$ cat config.mk
export PLATFORM = sky130hd
export DESIGN_NAME = apb_fsm_controller_flat
export DESIGN_NICKNAME = d
export VERILOG_FILES = /design/src/rtl/apb_fsm_controller_pkg.sv /design/src/rtl/apb_fsm_controller_if.sv /design/src/rtl/apb_fsm_controller.sv /design/src/flat_wrapper.sv
export SDC_FILE = /design/constraint.sdc
export NUM_CORES = 1
export LEC_CHECK = 0
export ABC_CLOCK_PERIOD_IN_PS = 2800
export BUFFER_PORTS_ARGS = -buffer_cell sky130_fd_sc_hd__buf_2
export CAP_MARGIN = 5
export CORE_AREA = 3 3 117 119
export CTS_BUF_LIST = sky130_fd_sc_hd__clkbuf_16
export CTS_CLUSTER_SIZE = 40
export DETAILED_ROUTE_END_ITERATION = 10
export DIE_AREA = 0 0 120 122
export PLACE_DENSITY = 0.59
export SLEW_MARGIN = 20
export SYNTH_ARGS = -nofsm -noshare
export SYNTH_HDL_FRONTEND = slang
export SYNTH_SLANG_ARGS = --single-unit
export TNS_END_PERCENT = 50
$ cat constraint.sdc
create_clock -name Hclk -period 2.8 [get_ports Hclk]
set_clock_uncertainty 0.1 [all_clocks]
set_input_delay 0.28 -clock Hclk [delete_from_list [all_inputs] [get_ports Hclk]]
set_output_delay 0.28 -clock Hclk [all_outputs]
set_load 0.01 [all_outputs]
$ cat src/rtl/apb_fsm_controller_pkg.sv
// Shared types and widths for the APB-side control FSM of the AHB-to-APB bridge.
// The state enum is also visible to anything that needs to decode the controller state.
package apb_fsm_controller_pkg;

  localparam int ADDR_W = 32;
  localparam int DATA_W = 32;
  localparam int SEL_W  = 3;

  typedef enum logic [2:0] {
    IDLE     = 3'd0,
    READ     = 3'd1,
    RENABLE  = 3'd2,
    WWAIT    = 3'd3,
    WRITE    = 3'd4,
    WRITEP   = 3'd5,
    WENABLE  = 3'd6,
    WENABLEP = 3'd7
  } state_e;

  // States in which the APB bus is free and a new AHB transfer may start.
  function automatic logic accepts_new(input state_e s);
    return (s == IDLE) || (s == RENABLE) || (s == WENABLE);
  endfunction

endpackage

$ cat src/rtl/apb_fsm_controller_if.sv
// Bundle of the decoded AHB transfer inputs and the APB outputs of the controller.
// master drives the decoded AHB transfer; slave is the controller that consumes it.
interface apb_fsm_controller_if;
  import apb_fsm_controller_pkg::*;

  logic              valid;
  logic              Hwrite;
  logic              Hwritereg;
  logic [ADDR_W-1:0] Haddr;
  logic [ADDR_W-1:0] Haddr1;
  logic [ADDR_W-1:0] Haddr2;
  logic [DATA_W-1:0] Hwdata;
  logic [DATA_W-1:0] Hwdata1;
  logic [DATA_W-1:0] Hwdata2;
  logic [DATA_W-1:0] Prdata;
  logic [SEL_W-1:0]  tempselx;

  logic              Pwrite;
  logic              Penable;
  logic [SEL_W-1:0]  Pselx;
  logic [ADDR_W-1:0] Paddr;
  logic [DATA_W-1:0] Pwdata;
  logic              Hreadyout;

  modport master (
    output valid, Hwrite, Hwritereg, Haddr, Haddr1, Haddr2,
           Hwdata, Hwdata1, Hwdata2, Prdata, tempselx,
    input  Pwrite, Penable, Pselx, Paddr, Pwdata, Hreadyout
  );

  modport slave (
    input  valid, Hwrite, Hwritereg, Haddr, Haddr1, Haddr2,
           Hwdata, Hwdata1, Hwdata2, Prdata, tempselx,
    output Pwrite, Penable, Pselx, Paddr, Pwdata, Hreadyout
  );

endinterface

$ cat src/rtl/apb_fsm_controller.sv
// APB control FSM: turns decoded AHB transfers into SETUP/ENABLE APB transfers.
// Outputs are registered together with the state so they describe the state being entered.
module apb_fsm_controller
  import apb_fsm_controller_pkg::*;
(
  input  logic                 Hclk,
  input  logic                 Hresetn,
  apb_fsm_controller_if.slave  bus
);

  state_e            state_q,   state_d;
  logic [ADDR_W-1:0] paddr_q,   paddr_d;
  logic [DATA_W-1:0] pwdata_q,  pwdata_d;
  logic              pwrite_q,  pwrite_d;
  logic [SEL_W-1:0]  pselx_q,   pselx_d;
  logic              penable_q, penable_d;
  logic              hready_q,  hready_d;

  // Delayed write data and APB read data are not needed by the control path.
  logic unused_inputs;
  assign unused_inputs = ^{bus.Hwdata1, bus.Hwdata2, bus.Prdata};

  always_comb begin
    state_d   = state_q;
    paddr_d   = paddr_q;
    pwdata_d  = pwdata_q;
    pwrite_d  = pwrite_q;
    pselx_d   = pselx_q;
    penable_d = penable_q;
    hready_d  = hready_q;

    if (accepts_new(state_q)) begin
      if (bus.valid && !bus.Hwrite) begin
        state_d   = READ;
        paddr_d   = bus.Haddr;
        pwrite_d  = 1'b0;
        pselx_d   = bus.tempselx;
        penable_d = 1'b0;
        hready_d  = 1'b0;
      end else begin
        state_d   = (bus.valid && bus.Hwrite) ? WWAIT : IDLE;
        pselx_d   = '0;
        penable_d = 1'b0;
        hready_d  = 1'b1;
      end
    end else begin
      case (state_q)
        READ: begin
          state_d   = RENABLE;
          penable_d = 1'b1;
          hready_d  = 1'b1;
        end
        // Write setup waits one cycle so that Hwdata lines up with Haddr1.
        WWAIT: begin
          state_d   = bus.valid ? WRITEP : WRITE;
          paddr_d   = bus.Haddr1;
          pwdata_d  = bus.Hwdata;
          pwrite_d  = 1'b1;
          pselx_d   = bus.tempselx;
          penable_d = 1'b0;
          hready_d  = 1'b0;
        end
        WRITE: begin
          state_d   = bus.valid ? WENABLEP : WENABLE;
          penable_d = 1'b1;
          hready_d  = 1'b1;
        end
        WRITEP: begin
          state_d   = WENABLEP;
          penable_d = 1'b1;
          hready_d  = 1'b1;
        end
        // Pipelined setup: the address in flight is two AHB cycles old.
        WENABLEP: begin
          if (!bus.Hwritereg)     state_d = READ;
          else if (bus.valid)     state_d = WRITEP;
          else                    state_d = WRITE;
          paddr_d   = bus.Haddr2;
          pwdata_d  = bus.Hwdata;
          pwrite_d  = bus.Hwrite;
          pselx_d   = bus.tempselx;
          penable_d = 1'b0;
          hready_d  = 1'b0;
        end
        default: begin
          state_d   = IDLE;
          pselx_d   = '0;
          penable_d = 1'b0;
          hready_d  = 1'b1;
        end
      endcase
    end
  end

  always_ff @(posedge Hclk or negedge Hresetn) begin
    if (!Hresetn) begin
      state_q   <= IDLE;
      paddr_q   <= '0;
      pwdata_q  <= '0;
      pwrite_q  <= 1'b0;
      pselx_q   <= '0;
      penable_q <= 1'b0;
      hready_q  <= 1'b1;
    end else begin
      state_q   <= state_d;
      paddr_q   <= paddr_d;
      pwdata_q  <= pwdata_d;
      pwrite_q  <= pwrite_d;
      pselx_q   <= pselx_d;
      penable_q <= penable_d;
      hready_q  <= hready_d;
    end
  end

  assign bus.Paddr     = paddr_q;
  assign bus.Pwdata    = pwdata_q;
  assign bus.Pwrite    = pwrite_q;
  assign bus.Pselx     = pselx_q;
  assign bus.Penable   = penable_q;
  assign bus.Hreadyout = hready_q;

endmodule

$ cat src/flat_wrapper.sv
// flat-port wrapper written by rule: the top's interface ports become plain ports
module apb_fsm_controller_flat import apb_fsm_controller_pkg::*;
  (Hclk, Hresetn, bus_valid, bus_Hwrite, bus_Hwritereg, bus_Haddr, bus_Haddr1, bus_Haddr2, bus_Hwdata, bus_Hwdata1, bus_Hwdata2, bus_Prdata, bus_tempselx, bus_Pwrite, bus_Penable, bus_Pselx, bus_Paddr, bus_Pwdata, bus_Hreadyout);
  apb_fsm_controller_if bus_i ();
  input  logic Hclk;
  input  logic Hresetn;
  input wire logic [$bits(bus_i.valid)-1:0] bus_valid;
  input wire logic [$bits(bus_i.Hwrite)-1:0] bus_Hwrite;
  input wire logic [$bits(bus_i.Hwritereg)-1:0] bus_Hwritereg;
  input wire logic [$bits(bus_i.Haddr)-1:0] bus_Haddr;
  input wire logic [$bits(bus_i.Haddr1)-1:0] bus_Haddr1;
  input wire logic [$bits(bus_i.Haddr2)-1:0] bus_Haddr2;
  input wire logic [$bits(bus_i.Hwdata)-1:0] bus_Hwdata;
  input wire logic [$bits(bus_i.Hwdata1)-1:0] bus_Hwdata1;
  input wire logic [$bits(bus_i.Hwdata2)-1:0] bus_Hwdata2;
  input wire logic [$bits(bus_i.Prdata)-1:0] bus_Prdata;
  input wire logic [$bits(bus_i.tempselx)-1:0] bus_tempselx;
  output wire logic [$bits(bus_i.Pwrite)-1:0] bus_Pwrite;
  output wire logic [$bits(bus_i.Penable)-1:0] bus_Penable;
  output wire logic [$bits(bus_i.Pselx)-1:0] bus_Pselx;
  output wire logic [$bits(bus_i.Paddr)-1:0] bus_Paddr;
  output wire logic [$bits(bus_i.Pwdata)-1:0] bus_Pwdata;
  output wire logic [$bits(bus_i.Hreadyout)-1:0] bus_Hreadyout;
  assign bus_i.valid = bus_valid;
  assign bus_i.Hwrite = bus_Hwrite;
  assign bus_i.Hwritereg = bus_Hwritereg;
  assign bus_i.Haddr = bus_Haddr;
  assign bus_i.Haddr1 = bus_Haddr1;
  assign bus_i.Haddr2 = bus_Haddr2;
  assign bus_i.Hwdata = bus_Hwdata;
  assign bus_i.Hwdata1 = bus_Hwdata1;
  assign bus_i.Hwdata2 = bus_Hwdata2;
  assign bus_i.Prdata = bus_Prdata;
  assign bus_i.tempselx = bus_tempselx;
  assign bus_Pwrite = bus_i.Pwrite;
  assign bus_Penable = bus_i.Penable;
  assign bus_Pselx = bus_i.Pselx;
  assign bus_Paddr = bus_i.Paddr;
  assign bus_Pwdata = bus_i.Pwdata;
  assign bus_Hreadyout = bus_i.Hreadyout;
  apb_fsm_controller u_core (.Hclk(Hclk), .Hresetn(Hresetn), .bus(bus_i));
endmodule
# Yosys cells after proc, flatten, opt, wreduce, memory -nomap -nowiden
# Index checks and enable logic that the tools add are counted.
[totals]
reg_bits = 73
out_inout_bits = 70
[op_classes]
mux = 21
n_eq_ne = 9
n_bitwise = 1
n_reduce_logical = 11
[ops]
columns = ["cell", "n"]
rows = [
  ["$mux 32", 2],
  ["$pmux 32 s2", 1],
  ["$mux 3", 5],
  ["$pmux 3 s5", 1],
  ["$eq 3x3->1 const B", 4],
  ["$mux 1", 9],
  ["$eq 3x2->1 const B", 2],
  ["$pmux 3 s2", 1],
  ["$reduce_and 2->1", 2],
  ["$eq 3x1->1 const B", 1],
  ["$logic_not 3->1", 1],
  ["$reduce_bool 3->1", 1],
  ["$reduce_or 3->1", 1],
  ["$logic_and 1x1->1", 2],
  ["$logic_or 1x1->1", 2],
  ["$mux 2", 1],
  ["$ne 2x1->1 const B", 1],
  ["$ne 2x2->1 const B", 1],
  ["$pmux 1 s2", 1],
  ["$reduce_or 2->1", 1],
  ["$logic_not 1->1", 1],
  ["$not 1->1", 1],
]

# Longest topological paths before layout
# Gate-level depths: netlist of the first run.
[logic_depth]
word_depth = 5
ltp_mapped = 8

# Least setup slack after synthesis of the first run
# No wires, ideal clock.
[synth_path]
kind = "register to register"
from = "reg u_core.state_q[0]"
to = "reg u_core.paddr_q[0] (netlist: u_core.bus.Paddr[0])"
path_stages_with_launch = 9
setup_time_ns = 0.132
period_less_slack_ns = 1.531
arrival_time_ns = 1.299
required_time_ns = 2.568
path_slack_ns = 1.269
path_buffers = 3
cell_sequence = "dfrtp_1 buf_2 o21bai_2 o21a_2 inv_2 buf_2 buf_2 nand2_1 o21ai_1"
[synth_between]
elab_chain_cells = 5
[synth_rtl]
columns = ["item", "line_no", "source"]
rows = [
  ["start: declaration", "apb_fsm_controller.sv:11", "state_e state_q, state_d;"],
  ["start signal: assignment", "apb_fsm_controller.sv:105", "state_q <= state_d;"],
  ["$eq 3x2->1 / $logic_not 3->1 (equally long branches)", "apb_fsm_controller_pkg.sv:22", "return (s == IDLE) || (s == RENABLE) || (s == WENABLE);"],
  ["$logic_or 1x1->1 (2 in series)", "apb_fsm_controller_pkg.sv:22", ""],
  ["$ne 2x2->1 (no source line) / $reduce_bool 3->1 (equally long branches)", "n/a", ""],
  ["$reduce_and 2->1 (no source line)", "n/a", ""],
  ["end signal: assignment", "apb_fsm_controller.sv:106", "paddr_q <= paddr_d;"],
  ["end: declaration", "apb_fsm_controller.sv:12", "logic [ADDR_W-1:0] paddr_q, paddr_d;"],
]
# Several ways; a longest one is shown, not always the timed one.
# A chain may end at the register's enable or synchronous reset.

# Worst setup path after layout of the first run
[layout_path]
from = "reg u_core.state_q[0]"
to = "reg u_core.paddr_q[18] (netlist: u_core.bus.Paddr[18])"
# Same word-level chain as after synthesis.

==> results of run 1 <==
[kinds of logic after synthesis]
| group | Yosys count | share of synthesized area (%) |
|---|---|---|
| simple gates | 107 | 11.89 |
| flops | 73 | 51.72 |
| mux | 32 | 10.19 |
| buf+inv | 34 | 4.779 |
| compound gates | 106 | 21.42 |
[worst max-delay path by stage]
stage | start | to | slack, ns | depth (start not counted)
final | u_core.state_q[0] | u_core.bus.Paddr[18] | 0.63 | 4
after global routing | u_core.state_q[0] | u_core.bus.Paddr[12] | 0.34 | 5
after CTS | u_core.state_q[0] | u_core.bus.Paddr[18] | 0.57 | 4
after detailed placement | u_core.state_q[0] | u_core.bus.Paddr[18] | 0.57 | 4
after global placement | u_core.state_q[0] | u_core.bus.Paddr[13] | 0.64 | 4
after floorplan | u_core.state_q[0] | u_core.bus.Paddr[0] | 1.27 | 8
[power by group]
part	switching (mW)	total [mW]	internal [mW]	leakage, nW
Clock	0.401	1.07	0.673	0.148
Sequential	0.313	1.93	1.61	0.867
Combinational	1.46	2.66	1.20	1.43
Total	2.18	5.66	3.48	2.44
[area by class of cell]
type                            count  area, um^2  share of cell area [%]
Tap cell                          172       215.2                   4.354
Inverter                            2       7.507                  0.1519
Timing Repair Buffer              209        1071                   21.67
Clock buffer                        9       225.2                   4.557
Clock inverter                      7       56.30                   1.139
Sequential cell                    73        1829                   37.01
Multi-Input combinational cell    245        1538                   31.11
[layer usage]
| layer | share of wire, % | vias to the layer above |
|---|---|---|
| met5 | 0 | - |
| met4 | 1.8 | 0 |
| met3 | 8.5 | 13 |
| met2 | 46 | 166 |
| met1 | 44 | 1547 |
| li1 | - | 1655 |
[synth_stat cells, drive strengths merged, types with 2 or more instances]
master	instances
buf	24
mux2	32
nor2	65
o21ai	35
a22o	3
o22ai	32
nand2	36
nor2b	3
inv	2
nand2b	2
a221o	32
dfrtp	72
clkbuf	8
[flip-flops by register name, summed over array words and instances, names as in the netlist]
name,count
u_core.bus.Pwrite,1
u_core.bus.Pselx,3
u_core.bus.Penable,1
u_core.bus.Paddr,32
u_core.bus.Hreadyout,1
u_core.bus.Pwdata,32
u_core.state_q,3
[per-stage QoR]
step	cell area, um^2	hold WS (ns)	setup slack (ns)
2_1_floorplan	3535	-0.1156	1.269
3_3_place_gp	4661	0.3621	0.6413
3_5_place_dp	4661	0.3715	0.5737
4_1_cts	4942	0.03127	0.5742
5_1_grt	4942	0.06278	0.3434
6_report	4942	-0.03953	0.6281
==> results_dict.tcl, run 1 <==
set metrics [dict create \
    status "complete, but fails checks" \
    violations "negative hold slack" \
    grt_pass1_vias 3283 \
    antenna_cells 0 \
    ant_nets 0 \
    placed_cells 701 \
    routed_via_density 4.715 \
    antenna_found_initial 0 \
    syn_inst 352 \
    global_route.usage.met1_pct 15.99 \
    relSlewSlack_pct 34.93 \
    drc 0 \
    hold_viol 23 \
    dieArea_um2 14640 \
    drt_pass1_iterations 4 \
    met3_usage_pct 3.296 \
    post_cts_resize_count 0 \
    n_fill_cell 1281 \
    powerDensity_nw_per_um2 1145 \
    num_rows 41 \
    leakage_nw 2.444 \
    synth.avg_cell_area_um2 10.04 \
    cts_buffer_depth 2 \
    cts_sinks 73 \
    post_drt_wl_per_cell_um 13.73 \
    ys.flop_type "dfrtp_1" \
    synth.yosys.warnings 0 \
    grt_max_degree 74 \
    use_met2_pct 22.13 \
    yosys_register_bits 73 \
    setup_tns_ns 0 \
    port_buffers 205 \
    holdWs_ns -0.03953 \
    final_cell_mix "204 x buf_2, 71 x dfrtp_1, 65 x nor2_1" \
    num_vias 3381 \
    post_cts_buffers 0 \
    cts-buffers-inserted 9 \
    critPathCaptureType "flip-flop" \
    dp_hpwl_um 7440 \
    arrival_ns 2.24 \
    min_period_over_period_pct 77.57 \
    clk_latency_ns 0.32 \
    synth-edff-count 0 \
    busiest_layer "met2" \
    boundaryPins 302 \
    cts_hold_buffers 0 \
    hold_class "in -> async" \
    first_iter_violations 122 \
    critical_path.cell_chain "o21bai_2 -> o21a_2 -> inv_2 -> o21ai_1" \
    slowest_stage "inv_2" \
    timing.final.crit_period_ns 2.172 \
    max_freq_mhz 460.4 \
    cts_htree_levels 3 \
    setup_viol 0 \
    grt_overflow 0 \
    slew_violations 0 \
    synth_area_leaders "dfrtp_1 51%, mux2_1 9.2%, a221o_1 9.1%" \
    worstPathRequired_ns 2.86 \
    synth_area_um2 3535 \
    coreArea_um2 12670 \
    syn_nets 584 \
    critPathKind "reg -> reg" \
    path_max_fanout 65 \
    reg2reg_from "u_core.state_q[0]" \
    ys_seq_area_share_pct 51.72 \
    cts_root_buffer "clkbuf_16" \
    async_flop_share_pct 100.0 \
    r2r_end "u_core.bus.Paddr[18]" \
    die_h_um 122 \
    start_util_pct 27.90 \
    critPathMaxStageDelay_ns 0.68 \
    clk_pin_slew_ns 0.05 \
    crit_buf_inv 1 \
    crit_family "buffers and inverters" \
    final_cells 717 \
    rsz0062_at_grt "false" \
    grt_usage_pct 13.16 \
    die_w_um 120 \
    fin_util_pct 39.00 \
    area_delta_synth_final_pct 39.82 \
    rrSetupSlack_ns 0.63 \
    synth_top_area_cell "dfrtp_1" \
    layout_commonest_cell "buf_2" \
    final_nets 772 \
    yosys.area.top_type_share_pct 50.97 \
    crit_path_start_kind "flip-flop" \
    drv_cap 0 \
    grt_pass1_wl_um 15520 \
    drive_gt1_share_pct 42.39 \
    synth_cell_types 25 \
    p_total_mw 5.656 \
    peakVddDrop_v 0.0003712 \
    gp_congestion 0.8086 \
    r2r_cells 4 \
    drt_wl_total_um 9846 \
    worst-slew-pin-transition_ns 0.9761 \
    cts_tree "yes" \
]
No activity file was read; power rests on OpenSTA's default activity.
==> inputs of run 2 (changes only) <==
- ABC_CLOCK_PERIOD_IN_PS: 2800 -> 2200
- CORE_AREA: 3 3 117 119 -> 3 3 115 117
- DIE_AREA: 0 0 120 122 -> 0 0 118 120
- PLACE_DENSITY: 0.59 -> 0.61
- clock period: 2.8 -> 2.2 ns (I/O delays scaled with it)
==> run 2 against run 1 <==
- the run now ends clean
- critical path depth grew 1
- combinational power up 35%
- global-route usage grew 1.2 points
- clock-buffer cell count did not move
- critical path type unchanged
- largest cell class unchanged
==> results_dict.tcl, run 2 (synthesis results as in run 1) <==
set metrics [dict create \
    routed_via_density 4.664 \
    worstPathRequired_ns 2.36 \
    powerDensity_nw_per_um2 1445 \
    die_w_um 118 \
    cts_tree "yes" \
    num_vias 3414 \
    path_max_fanout 22 \
    clk_pin_slew_ns 0.06 \
    cts_buffer_depth 2 \
    hold_class "in -> reg" \
    critPathMaxStageDelay_ns 0.47 \
    gp_congestion 0.7920 \
    whs_path_depth 2 \
    peakVddDrop_v 0.0003731 \
    min_period_over_period_pct 77.67 \
    leakage_nw 2.517 \
    hold_viol 0 \
    grt_overflow 0 \
    drc 0 \
    drive_gt1_share_pct 42.50 \
    antenna_found_initial 0 \
    rsz0062_at_grt "false" \
    grt_max_degree 55 \
    r2r_cells 5 \
    grt_pass1_wl_um 16300 \
    setup_viol 0 \
    coreArea_um2 12470 \
    intPower_mw 4.544 \
    cts_hold_buffers 9 \
    timing.final.crit_period_ns 1.709 \
    setup_tns_ns 0 \
    critPathCaptureType "flip-flop" \
    num_rows 41 \
    worst-slew-pin-transition_ns 0.5307 \
    max_freq_mhz 585.2 \
    grt_pass1_vias 3212 \
    dp_hpwl_um 7721 \
    cts_htree_levels 3 \
    arrival_ns 1.86 \
    ant_nets 0 \
    critPathKind "reg -> reg" \
    start_util_pct 28.35 \
    final_cell_mix "204 x buf_2, 71 x dfrtp_1, 65 x nor2_1" \
    relSlewSlack_pct 64.62 \
    cts_root_buffer "clkbuf_16" \
    first_iter_violations 156 \
    clk_latency_ns 0.33 \
    post_cts_buffers 0 \
    drt_wl_total_um 10110 \
    post_drt_wl_per_cell_um 13.81 \
    cts_sinks 73 \
    final_nets 787 \
    status "complete, no violations" \
    port_buffers 205 \
    critical_path.cell_chain "nand2_2 -> buf_12 -> o22ai_1 -> a221o_1 -> o21ai_1" \
    power_frac_comb_pct 48.4 \
    hold_start "bus_Hwdata[21]" \
    slew_violations 0 \
    post_cts_resize_count 0 \
    power.switching_mw 2.853 \
    boundaryPins 302 \
    die_h_um 120 \
    p_total_mw 7.397 \
    slowest_stage "dfrtp_1" \
    antenna_cells 0 \
    reg2reg_from "u_core.state_q[2]" \
    area_delta_synth_final_pct 44.85 \
    dieArea_um2 14160 \
    cp-startpoint "u_core.state_q[2]" \
    crit_path_start_kind "flip-flop" \
    drv_cap 0 \
    share_seq_of_total_power_pct 32.7 \
    fin_util_pct 41.07 \
    drt_pass1_iterations 4 \
    layout_commonest_cell "buf_2" \
    grt_usage_pct 14.35 \
    clockPowerShare_pct 18.9 \
    p_sw_share_pct 38.57 \
    cts-buffers-inserted 9 \
]
run 2: cell types whose count changed in the layout (fill, tap and decap cells not counted), sizes merged:
cell and delta:
buf +6, dlygate4sd3 +9, clkinv +2, inv -2
run 2: metal layers:
metal	track usage (%)	vias to the layer above	share of wire, %
met5	0	-	0
met4	6.081	0	2.0
met3	3.817	16	7.6
met2	22.85	162	46
met1	18.50	1548	45
li1	-	1688	-
run 2: power groups by stage:
stage | Combinational, mW | Clock [mW] | Sequential [mW]
5_1_grt | 3.98 | 1.51 | 2.52
3_3_place_gp | 3.60 | 0 | 2.40
3_5_place_dp | 3.65 | 0 | 2.45
4_1_cts | 3.66 | 1.46 | 2.43
2_1_floorplan | 2.05 | 0 | 2.71
6_report | 3.58 | 1.40 | 2.42
run 2: area by class of cell:
cell class / instances / area, um^2
fillers: 1249 / 7346
flip-flops and latches: 73 / 1829
multi-input cells: 245 / 1538
repair buffers: 224 / 1244
clock buffers: 9 / 225.2
well taps: 172 / 215.2
clock inverters: 7 / 61.31
inverters: 2 / 7.507
run 2: final timing paths:
path / slack, ns / to
worst min register to register: 0.38 / u_core.bus.Paddr[24]
min in group asynchronous: 0.33 / u_core.bus.Pwdata[14]
max in group asynchronous: 1.01 / u_core.bus.Hreadyout
worst max register to register: 0.49 / u_core.bus.Paddr[25]
worst min-delay path: 0.007 / u_core.bus.Pwdata[21]
worst max-delay path: 0.49 / u_core.bus.Paddr[25]
run 2: metrics by stage:
step	worst slack, ns	instances	hold slack, ns	cell area [um^2]
after floorplan	0.6691	352	-0.1756	3535
after global placement	0.4833	707	0.1302	4743
after detailed placement	0.4908	707	0.1423	4743
after CTS	0.4638	732	0.0005073	5120
after global routing	0.3116	732	0.0009660	5120
final	0.4913	732	0.006929	5120
run 2: critical path, delay by kind of cell, from the launching register on:
kind,cells,cell delay (ns)
AOI/OAI and AO/OA,3,0.58
DFF,1,0.47
and+or+nand+nor,1,0.27
buffers and inverters,1,0.20
==> inputs of run 3 (changes only) <==
- ABC_CLOCK_PERIOD_IN_PS: 2200 -> 1790
- clock period: 2.2 -> 1.79 ns (I/O delays scaled with it)
==> run 3 against run 2 <==
- register-to-register slack lost 0.36 ns
- clock-buffer cell count unchanged
- utilization increased by 2.6 points
- power rose by 25%
- sequential cell count is the same
- combinational power is 28% higher
- worst setup slack lost 0.36 ns
- routed wire length grew 5.6%
- clock power increased by 21%
- global-route usage up 0.55 points
- critical path type unchanged
- highest routed layer unchanged
==> results_dict.tcl, run 3 (synthesis results as in run 1) <==
set metrics [dict create \
    num_vias 3548 \
    grt_overflow 0 \
    cts_root_buffer "clkbuf_16" \
    routed_via_density 4.650 \
    grt_max_degree 55 \
    cts_htree_levels 3 \
    timing.final.crit_period_ns 1.659 \
    cts_sinks 73 \
    cts_buffer_depth 2 \
    p_total_mw 9.250 \
    grt_pass1_vias 3528 \
    boundaryPins 302 \
    n_fill_cell 1211 \
    max_freq_mhz 602.7 \
    drt_pass1_iterations 4 \
    stdcell_area_um2 5440 \
    share_seq_of_total_power_pct 32.2 \
    relSlewSlack_pct 70.96 \
    hold_start "bus_valid" \
    ant_nets 0 \
    cts-buffers-inserted 9 \
    clk_latency_ns 0.32 \
    clockPowerShare_pct 18.3 \
    placed_cells 711 \
    placed_area_um2 4798 \
    final_cells 763 \
    power_frac_comb_pct 49.5 \
    drv_cap 0 \
    p_sw_share_pct 38.33 \
    post_drt_wl_per_cell_um 13.99 \
    coreArea_um2 12470 \
    final_cell_mix "204 x buf_2, 71 x dfrtp_1, 65 x nor2_1" \
    gp_congestion 0.8140 \
    drc 0 \
    num_rows 41 \
    power.switching_mw 3.546 \
    antenna_cells 0 \
    arrival_ns 1.81 \
    dp_hpwl_um 7858 \
    min_period_over_period_pct 92.69 \
    antenna_found_initial 0 \
    drt_wl_total_um 10670 \
    leakage_nw 2.659 \
    rsz0062_at_grt "false" \
    peakVddDrop_v 0.0005277 \
    clk_pin_slew_ns 0.06 \
    drive_gt1_share_pct 40.78 \
    dieArea_um2 14160 \
    status "complete, no violations" \
    setup_tns_ns 0 \
    path_max_fanout 22 \
    critPathKind "reg -> reg" \
    grt_usage_pct 14.90 \
    hold_class "in -> reg" \
    cp-startpoint "u_core.state_q[2]" \
    critPathCaptureType "flip-flop" \
    port_buffers 205 \
    final_nets 818 \
    die_h_um 120 \
    cts_tree "yes" \
    worstPathRequired_ns 1.94 \
    setup_viol 0 \
    area_delta_synth_final_pct 53.91 \
    layout_commonest_cell "buf_2" \
    die_w_um 118 \
    fin_util_pct 43.64 \
    intPower_mw 5.704 \
    start_util_pct 28.35 \
    grt_pass1_wl_um 17040 \
    first_iter_violations 141 \
    slew_violations 0 \
    crit_path_start_kind "flip-flop" \
    powerDensity_nw_per_um2 1700 \
    hold_viol 0 \
    reg2reg_from "u_core.state_q[2]" \
    worst-slew-pin-transition_ns 0.4356 \
]
==> run 3: cell types whose count changed in the layout (fill, tap and decap cells not counted) <==
cell | before | now
buf_12 | 4 | 6
buf_4 | 7 | 9
dlygate4sd3_1 | 9 | 36
inv_1 | 1 | 2
inv_6 | 1 | 0
==> run 3: layer usage <==
layer  GRT usage, %  part of all wire [%]  vias to the layer above  wire length (um)
met2          25.73                    47                      167              5066
met4          4.542                   1.1                        0               113
met3          3.959                   6.8                       10               729
met5              0                     0                        -                 0
li1               -                     -                     1743                 -
met1          18.27                    45                     1628              4762
==> run 3: area by class of cell <==
type | count | area (um^2) | share of cell area, %
Multi-Input combinational cell | 245 | 1538 | 28.27
Clock inverter | 7 | 56.30 | 1.035
Tap cell | 172 | 215.2 | 3.956
Clock buffer | 9 | 225.2 | 4.140
Timing Repair Buffer | 255 | 1569 | 28.84
Sequential cell | 73 | 1829 | 33.62
Inverter | 2 | 7.507 | 0.1380
==> run 3: path summary, 6_finish.rpt <==
check	to	slack (ns)	cells after the start
worst min register to register	u_core.bus.Paddr[18]	0.38	2
worst max-delay path	u_core.bus.Paddr[26]	0.13	4
worst max register to register	u_core.bus.Paddr[26]	0.13	4
max in group asynchronous	u_core.bus.Hreadyout	0.74	3
min in group asynchronous	u_core.bus.Pwdata[17]	0.24	2
worst min-delay path	u_core.state_q[1]	0.03	3
==> run 3: critical path, cell delays in order (launching register included) <==
cell	delay (ns)
dfrtp_1	0.52
buf_4	0.33
o22ai_1	0.13
a221o_1	0.38
o21ai_1	0.12
==> run 3: per-stage QoR <==
step / worst slack [ns] / hold slack [ns]
2_1_floorplan: 0.2591 / -0.2166
3_3_place_gp: 0.1526 / 0.04052
3_5_place_dp: 0.1175 / 0.05218
4_1_cts: 0.1117 / 0.009985
5_1_grt: 0.003623 / 0.02493
6_report: 0.1308 / 0.02833
==> run 3: what timing repair did <==
| action | 4_1_cts | 5_1_grt |
|---|---|---|
| setup endpoints to repair | 0 | 0 |
| hold buffers | 36 | 0 |
| resized for setup | 0 | 0 |
| buffers inserted | 0 | 0 |
| endpoints found under the hold margin | 67 | 0 |
==> run 3: power by group through the flow <==
stage	Combinational, mW	Clock (mW)	Sequential, mW
6_report	4.58	1.69	2.98
5_1_grt	5.08	1.84	3.10
4_1_cts	4.65	1.76	2.98
3_5_place_dp	4.59	0	3.01
3_3_place_gp	4.50	0	2.96
2_1_floorplan	2.52	0	3.33
